<file path="src/rtl/drum_pkg.sv">
// Shared types and fixed-point helpers for the drum mesh column engines.
// Samples are signed 1.17; the row address covers up to 512 rows.
package drum_pkg;

   localparam int W    = 18;
   localparam int AW   = 9;
   localparam int HW   = 10;
   localparam int FRAC = 17;

   localparam logic [HW-1:0] MAX_ROWS = 10'd512;

   typedef enum logic [2:0] {
      IDLE,
      PRIME,
      PRIME_WAIT,
      ROW_RD,
      ROW_WAIT,
      ROW_WR,
      DONE
   } state_t;

   // 1.17 x 1.17 product, keeping bits [34:17] of the 36-bit result.
   // Bit 35 is dropped, so the result wraps rather than saturates.
   function automatic logic signed [W-1:0] fx_mul(input logic signed [W-1:0] a,
                                                  input logic signed [W-1:0] b);
      logic signed [2*W-1:0] a_ext;
      logic signed [2*W-1:0] b_ext;
      logic signed [2*W-1:0] prod;
      a_ext = (2*W)'(a);
      b_ext = (2*W)'(b);
      prod  = a_ext * b_ext;
      return prod[FRAC+W-1:FRAC];
   endfunction

endpackage

</file>
<file path="src/rtl/node_update.sv">
// One mesh node update: five-point Laplacian, coupling, leapfrog step and
// optional shift-based damping. Purely combinational so it can also act as
// a reference model at mesh level.
module node_update
   import drum_pkg::*;
(
   input  logic signed [W-1:0] center,
   input  logic signed [W-1:0] down,
   input  logic signed [W-1:0] up,
   input  logic signed [W-1:0] left,
   input  logic signed [W-1:0] right,
   input  logic signed [W-1:0] prev,
   input  logic signed [W-1:0] rho,
   input  logic        [3:0]   eta_shift,
   output logic signed [W-1:0] u_next
);

   logic signed [W+2:0] sum_wide;
   logic signed [W-1:0] lap;
   logic signed [W-1:0] coupled;
   logic signed [W-1:0] leap;

   // Laplacian at W+3 bits so the sum cannot overflow, then wrap back to W.
   always_comb begin
      sum_wide = (W+3)'(left) + (W+3)'(right) + (W+3)'(down) + (W+3)'(up)
               - ((W+3)'(center) <<< 2);
      lap      = sum_wide[W-1:0];
      coupled  = fx_mul(rho, lap);
      leap     = coupled + (center <<< 1) - prev;
      u_next   = (eta_shift == 4'd0) ? leap : leap - (leap >>> eta_shift);
   end

endmodule

</file>
<file path="src/rtl/column_node_sweeper.sv">
// Per-column time-step engine. Each accepted start_step walks rows
// 0..height-1, reading u(n) and u(n-1), writing u(n+1) into curr and u(n)
// into prev. A three-row window (down/center/up) slides with the row so
// each curr row is read exactly once per sweep.
//
// state      | meaning
// -----------+-------------------------------------------------------
// IDLE       | waiting for start_step with both memories initialised
// PRIME      | read address 0 of curr on the bus
// PRIME_WAIT | row 0 data arriving; loaded into center on exit
// ROW_RD     | curr row r+1 and prev row r addresses on the bus
// ROW_WAIT   | read data valid; node update computed and registered
// ROW_WR     | write of row r to both memories; advance or finish
// DONE       | step_done pulse, back to IDLE
module column_node_sweeper
   import drum_pkg::*;
(
   input  logic                 clk,
   input  logic                 reset,
   input  logic                 start_step,
   input  logic                 mem_ready,
   input  logic        [HW-1:0] height,
   input  logic signed [W-1:0]  rho,
   input  logic        [3:0]    eta_shift,
   input  logic signed [W-1:0]  left_u,
   input  logic signed [W-1:0]  right_u,
   input  logic signed [W-1:0]  q_curr,
   input  logic signed [W-1:0]  q_prev,
   output logic        [AW-1:0] rd_addr_curr,
   output logic        [AW-1:0] rd_addr_prev,
   output logic        [AW-1:0] wr_addr,
   output logic                 we_curr,
   output logic                 we_prev,
   output logic signed [W-1:0]  d_curr,
   output logic signed [W-1:0]  d_prev,
   output logic signed [W-1:0]  center_u,
   output logic signed [W-1:0]  amp_out,
   output logic                 busy,
   output logic                 step_done
);

   state_t              state;
   logic [AW-1:0]       r;
   logic [AW-1:0]       r_last;
   logic [AW-1:0]       r_mid;
   logic signed [W-1:0] down;
   logic signed [W-1:0] center;

   logic [HW-1:0]       h_eff;
   logic [AW-1:0]       rn;
   logic                last_row;
   logic signed [W-1:0] up_v;
   logic signed [W-1:0] u_next;

   assign h_eff    = (height > MAX_ROWS) ? MAX_ROWS : height;
   assign rn       = r + AW'(1);
   assign last_row = (r == r_last);
   // The top row has no upper neighbour; the bus value there is ignored.
   assign up_v     = last_row ? '0 : q_curr;
   assign center_u = center;

   node_update u_node (
      .center    (center),
      .down      (down),
      .up        (up_v),
      .left      (left_u),
      .right     (right_u),
      .prev      (q_prev),
      .rho       (rho),
      .eta_shift (eta_shift),
      .u_next    (u_next)
   );

   // Sweep sequencer; every output is registered and set on entry to the
   // state in which it must be seen.
   always_ff @(posedge clk or negedge reset) begin
      if (!reset) begin
         state        <= IDLE;
         r            <= '0;
         r_last       <= '0;
         r_mid        <= '0;
         down         <= '0;
         center       <= '0;
         rd_addr_curr <= '0;
         rd_addr_prev <= '0;
         wr_addr      <= '0;
         we_curr      <= 1'b0;
         we_prev      <= 1'b0;
         d_curr       <= '0;
         d_prev       <= '0;
         amp_out      <= '0;
         busy         <= 1'b0;
         step_done    <= 1'b0;
      end else begin
         step_done <= 1'b0;
         we_curr   <= 1'b0;
         we_prev   <= 1'b0;
         case (state)
            IDLE: begin
               if (start_step && mem_ready) begin
                  if (h_eff == '0) begin
                     step_done <= 1'b1;
                  end else begin
                     state        <= PRIME;
                     busy         <= 1'b1;
                     r            <= '0;
                     r_last       <= AW'(h_eff - HW'(1));
                     r_mid        <= AW'(h_eff >> 1);
                     rd_addr_curr <= '0;
                  end
               end
            end
            PRIME: begin
               state <= PRIME_WAIT;
            end
            PRIME_WAIT: begin
               center       <= q_curr;
               down         <= '0;
               // On a single-row column, hold the address instead of
               // touching row 1, which does not belong to this column.
               rd_addr_curr <= (r_last == '0) ? '0 : AW'(1);
               rd_addr_prev <= '0;
               state        <= ROW_RD;
            end
            ROW_RD: begin
               state <= ROW_WAIT;
            end
            ROW_WAIT: begin
               wr_addr <= r;
               we_curr <= mem_ready;
               we_prev <= mem_ready;
               d_curr  <= u_next;
               d_prev  <= center;
               down    <= center;
               center  <= up_v;
               if (r == r_mid) begin
                  amp_out <= u_next;
               end
               state   <= ROW_WR;
            end
            ROW_WR: begin
               if (last_row) begin
                  step_done <= 1'b1;
                  state     <= DONE;
               end else begin
                  r            <= rn;
                  rd_addr_curr <= (rn == r_last) ? rn : rn + AW'(1);
                  rd_addr_prev <= rn;
                  state        <= ROW_RD;
               end
            end
            DONE: begin
               busy  <= 1'b0;
               r     <= '0;
               state <= IDLE;
            end
            default: begin
               state <= IDLE;
            end
         endcase
      end
   end

endmodule

</file>
<file path="config.mk">
export PLATFORM = sky130hd
export DESIGN_NAME = column_node_sweeper
export DESIGN_NICKNAME = d
export VERILOG_FILES = /design/src/rtl/drum_pkg.sv /design/src/rtl/node_update.sv /design/src/rtl/column_node_sweeper.sv
export SDC_FILE = /design/constraint.sdc
export NUM_CORES = 1
export LEC_CHECK = 0
export ABC_AREA = 1
export ABC_CLOCK_PERIOD_IN_PS = 39900
export CORE_MARGIN = 2
export CORE_UTILIZATION = 65
export DETAILED_ROUTE_END_ITERATION = 10
export PLACE_DENSITY = 0.89
export SETUP_SLACK_MARGIN = 0.02
export SKIP_LAST_GASP = 1
export SYNTH_ARGS = -nofsm -noshare
export SYNTH_HDL_FRONTEND = slang
export SYNTH_HIERARCHICAL = 1
export SYNTH_SLANG_ARGS = --single-unit
</file>
<file path="constraint.sdc">
create_clock -name clk -period 39.9 [get_ports clk]
set_clock_uncertainty 0.05 [all_clocks]
set_input_delay 7.98 -clock clk [delete_from_list [all_inputs] [get_ports clk]]
set_output_delay 7.98 -clock clk [all_outputs]
set_load 0.02 [all_outputs]
</file>
* Yosys cells after proc, flatten, opt, wreduce, memory -nomap -nowiden *
Cells that the tools add are included.

storage, ports and cells
  register bits after elaboration = 150
  bits of input ports = 108
  output and inout port bits = 103
  logic and storage cells = 84

operators by class
  equality and inequality tests = 12
  reduce and logical (&&, ||, !) cells = 17
  bitwise operators = 1
  mux-type cells = 26
  add/sub/neg operators = 10
  shift-type cells = 1
  order comparisons = 1
  multiply operators = 1

operators with widths
  cell                    number
  $add A18 B18 Y18        4
  $pmux W18 S2            2
  $pmux W9 S3             2
  $sub A18 B18 Y18        3
  $mux W9                 5
  $mux W18                2
  $mul A18 B18 Y35        1
  $eq A9 B9 Y1            3
  $add A9 B1 Y9 const B   2
  $pmux W3 S6             1
  $pmux W9 S2             1
  $sshr A18 B4 Y18        1
  $gt A10 B10 Y1 const B  1
  $logic_not A10 Y1       1
  $mux W10                1
  $eq A3 B3 Y1 const B    3
  $logic_not A9 Y1        1
  $mux W3                 3
  $sub A9 B1 Y9 const B   1
  $reduce_and A4 Y1       2
  $mux W1                 7
  $eq A3 B2 Y1 const B    2
  $ne A2 B2 Y1 const B    3
  $reduce_and A2 Y1       3
  other kinds (9)         14

* Longest topological paths before layout *
  depth in word-level cells = 10
  mapped depth = 106
  mapped depth without buffers = 104

* Hierarchy *
Netlist, hierarchy kept.

by module, submodules not included
  module               instances  area each (µm²)  cells each
  node_update          1          16,580.9         2,199
  column_node_sweeper  1          6,865.3          825

* Worst setup path after synthesis *
Ideal clock, no wire load.

  path kind = input to register
  start point = input port q_curr[2]
  end point = register d_curr[17]
  cell stages on the path = 95
  data required time = 39,767 ps
  path buffers = 1
  setup slack = 18,693 ps
  data arrival time = 21,075 ps
  cells stage by stage = nand2_1 -> inv_1 -> fa_1 -> fa_1 -> inv_1 -> fa_1 -> inv_1 -> fa_1 -> nand3_1 -> nand3_1 -> nand2_1 -> nand2_1 -> a21oi_1 -> inv_1 -> a21oi_1 -> inv_1 -> or2_2 -> nand2_1 -> (+59 left out) -> and2_1 -> nor2_1 -> nor2_1 -> nor2_1 -> o21ai_0 -> nand2_1 -> nand2_1 -> a21oi_1 -> inv_1 -> nand3_1 -> nand3_1 -> nand3_1 -> nand2_1 -> nand2_1 -> nand2_1 -> nand2_1 -> inv_1 -> o21ai_0

on the way
  word-level cells in the longest chain between the ends = 9

RTL lines
  item                    RTL line                    text
  start: declaration      column_node_sweeper.sv:27   input logic signed [W-1:0] q_curr,
  $mux W18 *              column_node_sweeper.sv:59   assign up_v = last_row ? '0 : q_curr;
  named net up_v[2]       column_node_sweeper.sv:52   logic signed [W-1:0] up_v;
  $add A18 B18 Y18 *      node_update.sv:25           sum_wide = (W+3)'(left) + (W+3)'(right) + (W+3)'(down) + (W+3)'(up)
  $sub A18 B18 Y18 *      node_update.sv:26           - ((W+3)'(center) <<< 2);
  $mul A18 B18 Y35 *      drum_pkg.sv:31              prod = a_ext * b_ext;
  $add A18 B18 Y18 *      node_update.sv:29           leap = coupled + (center <<< 1) - prev;
  $sub A18 B18 Y18 *      node_update.sv:29
  $sshr A18 B4 Y18        node_update.sv:30           u_next = (eta_shift == 4'd0) ? leap : leap - (leap >>> eta_shift);
  $sub A18 B18 Y18        node_update.sv:30
  $mux W18 *              node_update.sv:30
  named net u_next[17]    column_node_sweeper.sv:53   logic signed [W-1:0] u_next;
  end signal: assignment  column_node_sweeper.sv:132  d_curr <= u_next;
  end: declaration        column_node_sweeper.sv:34   output logic signed [W-1:0] d_curr,

The timed path passes the listed nets; every way through them passes the cells marked *.
A chain may end at the register's enable or synchronous reset.

* Final worst setup path *
  start point = input port q_curr[5]
  end point = register d_curr[15]

The elaborated chain is that of the path after synthesis.

==> metrics.md <==
| Metric | Value |
|---|---|
| Minimum clock period | 23380 ps |
| Fill cell total of the finished layout | 2624 |
| Number of synthesized register bits | 150 |
| Initial antenna violation count | 21 |
| DRT iter0 DRCs | 1602 |
| Unrepaired setup endpoints after global routing | no |
| TNS Setup | 0 ps |
| Die area | 37600 sq um |
| Drt total wl | 70200 um |
| Worst-skew pair later-pin latency | 430 ps |
| FF-to-FF Start | r[0] |
| Post-Syn Instances | 3024 |
| Row Count | 69 |
| Slowest stage delay, CP | 550 ps |
| Routed Antenna Nets | 0 |
| Synth top area cells | fa_1, dfrtp_1, nand2_1, inv_1, ha_1 |
| Initial core utilization | 65.9% |
| CP arrival | 23680 ps |
| Vias in the first global route | 22000 |
| Via count | 20600 |
| Drt wl/cell | 19.2 um |
| CTS Hold Bufs | 0 |
| YS warnings | 6 |
| Nets | 3810 |
| Final setup viols | 0 |
| PostCTS Resize Cnt | 0 |
| Port bufs | 210 |
| Seq/Total Area, Yosys | 16.0% |
| MaxCap Viol Count | 0 |
| TritonCTS clock tree | done |
| Share of cells above drive strength 1 | 3.83% |
| CP max FO | 15 |
| Status | finished, final reports clean |
| Asr flop ratio synth | 100% |
| Max Slew Vio Count | 0 |
| GP Congestion | 0.977 |
| Main synth FF type | dfrtp_1 |
| Synthesized cell area | 23400 sq um |
| Synth Net Count | 3660 |
| Worst relative slew slack | 24.9% |
| Worst R2R End | d_curr[15] |
| Hold Path Cell Cnt | 2 |
| Fin util | 74.3% |
| Clock root buffer | clkbuf_16 |
| Critical Path RT | 40200 ps |
| CTS Sinks | 150 |
| Largest net degree at the start of global routing | 82 |
| CP max stage cell | fa_1 |
| Leading area contributor after synthesis | fa_1 |
| Startpoint Class | input port |
| Worst setup margin | 16520 ps |
| Hold Crit Endpoint | rd_addr_prev[8] |
| Fin crit share | 58.6% |
| Cts bufs inserted | 17 |
| Total setup buffers inserted after CTS | 0 |
| Vias per cell | 5.64 |
| Reg2reg setup slack | 22700 ps |
| Die Wd | 194 um |
| All-Layer GR Usage | 38.7% |
| Number of remaining DRC errors | 0 |
| Fmax | 42.8 MHz |
| Mean post-synth cell area | 7.75 sq um |
| Global-route wire length before repair | 114000 um |
| DP Worst Slack | 16500 ps |
| Die Ht | 194 um |
| Final Hold Fails | 0 |
| Worst-path clk slew | 60 ps |
| Number of I/O pins | 211 |
| CP dominant cell by count | nand2_1 |
| R2R depth | 97 |
| Slew of the pin with the lowest slew margin | 1120 ps |
| Total gr overflow | 0 |
| Core area | 35600 sq um |
| CTS H-tree lvls | 4 |
| Worst Hold Slack | 430 ps |
| Final HPWL DP | 56300 um |
| Worst Setup End Kind | flip-flop |
| Hold crit path type | reg2reg |
| Yosys cell types | 55 |
| Post-synth top area share | 33.1% |
| CTS max path bufs | 2 |
| Post-synth EDFFs | 0 |
| Area grow syn2layout | 12.7% |
| Drt pass-1 iters | 6 |
| Hold Crit Start | rd_addr_prev[8] |
| Critical path type | in2reg |
[area by class of cell]
type,instances,area [sq um],share of cell area [%]
antenna,17,42.5,0.161
clock buffer,19,443,1.68
clock inverter,12,144,0.544
inverter,734,2760,10.4
multi-input combinational,2057,16600,62.7
sequential,150,3750,14.2
tap,461,577,2.18
timing repair buffer,214,2130,8.07
[per-layer routing]
| layer | share of wire [%] | track usage (%) | vias up |
|---|---|---|---|
| met4 | 5.8 | 19.1 | 8 |
| met5 | 0.081 | 0 | - |
| met1 | 36 | 46.1 | 10100 |
| met3 | 10 | 11.5 | 272 |
| li1 | - | - | 9248 |
| met2 | 48 | 64.5 | 1052 |
[cell usage in the layout, fill, tap and decap left out, types with 5 or more instances in the layout]
master / n
or2_2: 17
clkinv_1: 5
clkbuf_16: 17
o21ai_0: 118
nor2_4: 5
clkdlybuf4s50_1: 209
inv_2: 9
nand2_1: 857
o21ai_2: 10
o211ai_1: 6
nand2_2: 14
nor3_2: 5
nand3b_1: 6
a21o_1: 6
a21oi_1: 66
nand4_1: 10
xor2_1: 32
xnor2_1: 26
dfrtp_1: 150
inv_1: 720
o21ai_1: 23
diode_2: 17
nand3_2: 13
fa_1: 388
a31oi_1: 8
nand3_1: 110
ha_1: 140
nor2_1: 147
[kinds of logic after synthesis]
kind of cell	Yosys count	synth area share [%]
compound gates	260	6.19
xor+xnor	61	2.37
fa+ha+maj	528	40.6
buf+inv	817	13.3
flops	150	16.0
mux	3	0.128
simple gates	1205	21.4
[state kept, by name (all words and copies together) (netlist names)]
register / cells
r_mid: 9
d_curr: 18
state: 3
down: 18
amp_out: 18
step_done: 1
rd_addr_curr: 9
center_u: 18
busy: 1
we_prev: 1
d_prev: 18
rd_addr_prev: 9
r: 9
wr_addr: 9
r_last: 9
[worst max-delay path, delay by kind of cell]
family,cells,cell delay [ps]
buffers and inverters,14,1850
XOR/XNOR,1,220
AND/OR/NAND/NOR,42,4190
AO/OA/AOI/OAI,21,3280
adder cells (fa/ha/maj),14,6130
[how the worst max path moves through the flow]
stage                   start          to  slack [ps]
floorplan           q_curr[2]  d_curr[17]       18690
global placement    q_curr[2]  d_curr[15]       16970
detailed placement  q_curr[2]  d_curr[15]       16500
CTS                 q_curr[5]  d_curr[15]       16820
global route        q_curr[8]  d_curr[14]       15420
finish              q_curr[5]  d_curr[15]       16520
[through the flow]
| step | cell area, sq um | std cells |
|---|---|---|
| 6_report | 26400 | 3664 |
| 4_1_cts | 26400 | 3647 |
| 5_1_grt | 26400 | 3655 |
| 3_3_place_gp | 25800 | 3616 |
| 2_1_floorplan | 23400 | 3024 |
| 3_5_place_dp | 25800 | 3616 |
[Yosys cell counts (8+ instances only)]
cell,count
o21ai_0,118
buf_2,9
nand3_2,13
fa_1,388
ha_1,140
nand2_2,13
a21oi_1,66
inv_1,720
clkbuf_1,58
nand4_1,10
nor2_1,147
inv_2,9
xnor2_1,26
a31oi_1,8
or2_2,17
buf_1,9
xor2_1,32
o21ai_2,10
o21ai_1,23
nand3_1,110
nand2_1,858
dfrtp_1,150
Power is left out: the tool's default activity adds up to more than one toggle a clock period on the data nets, which glitch-free logic cannot reach.
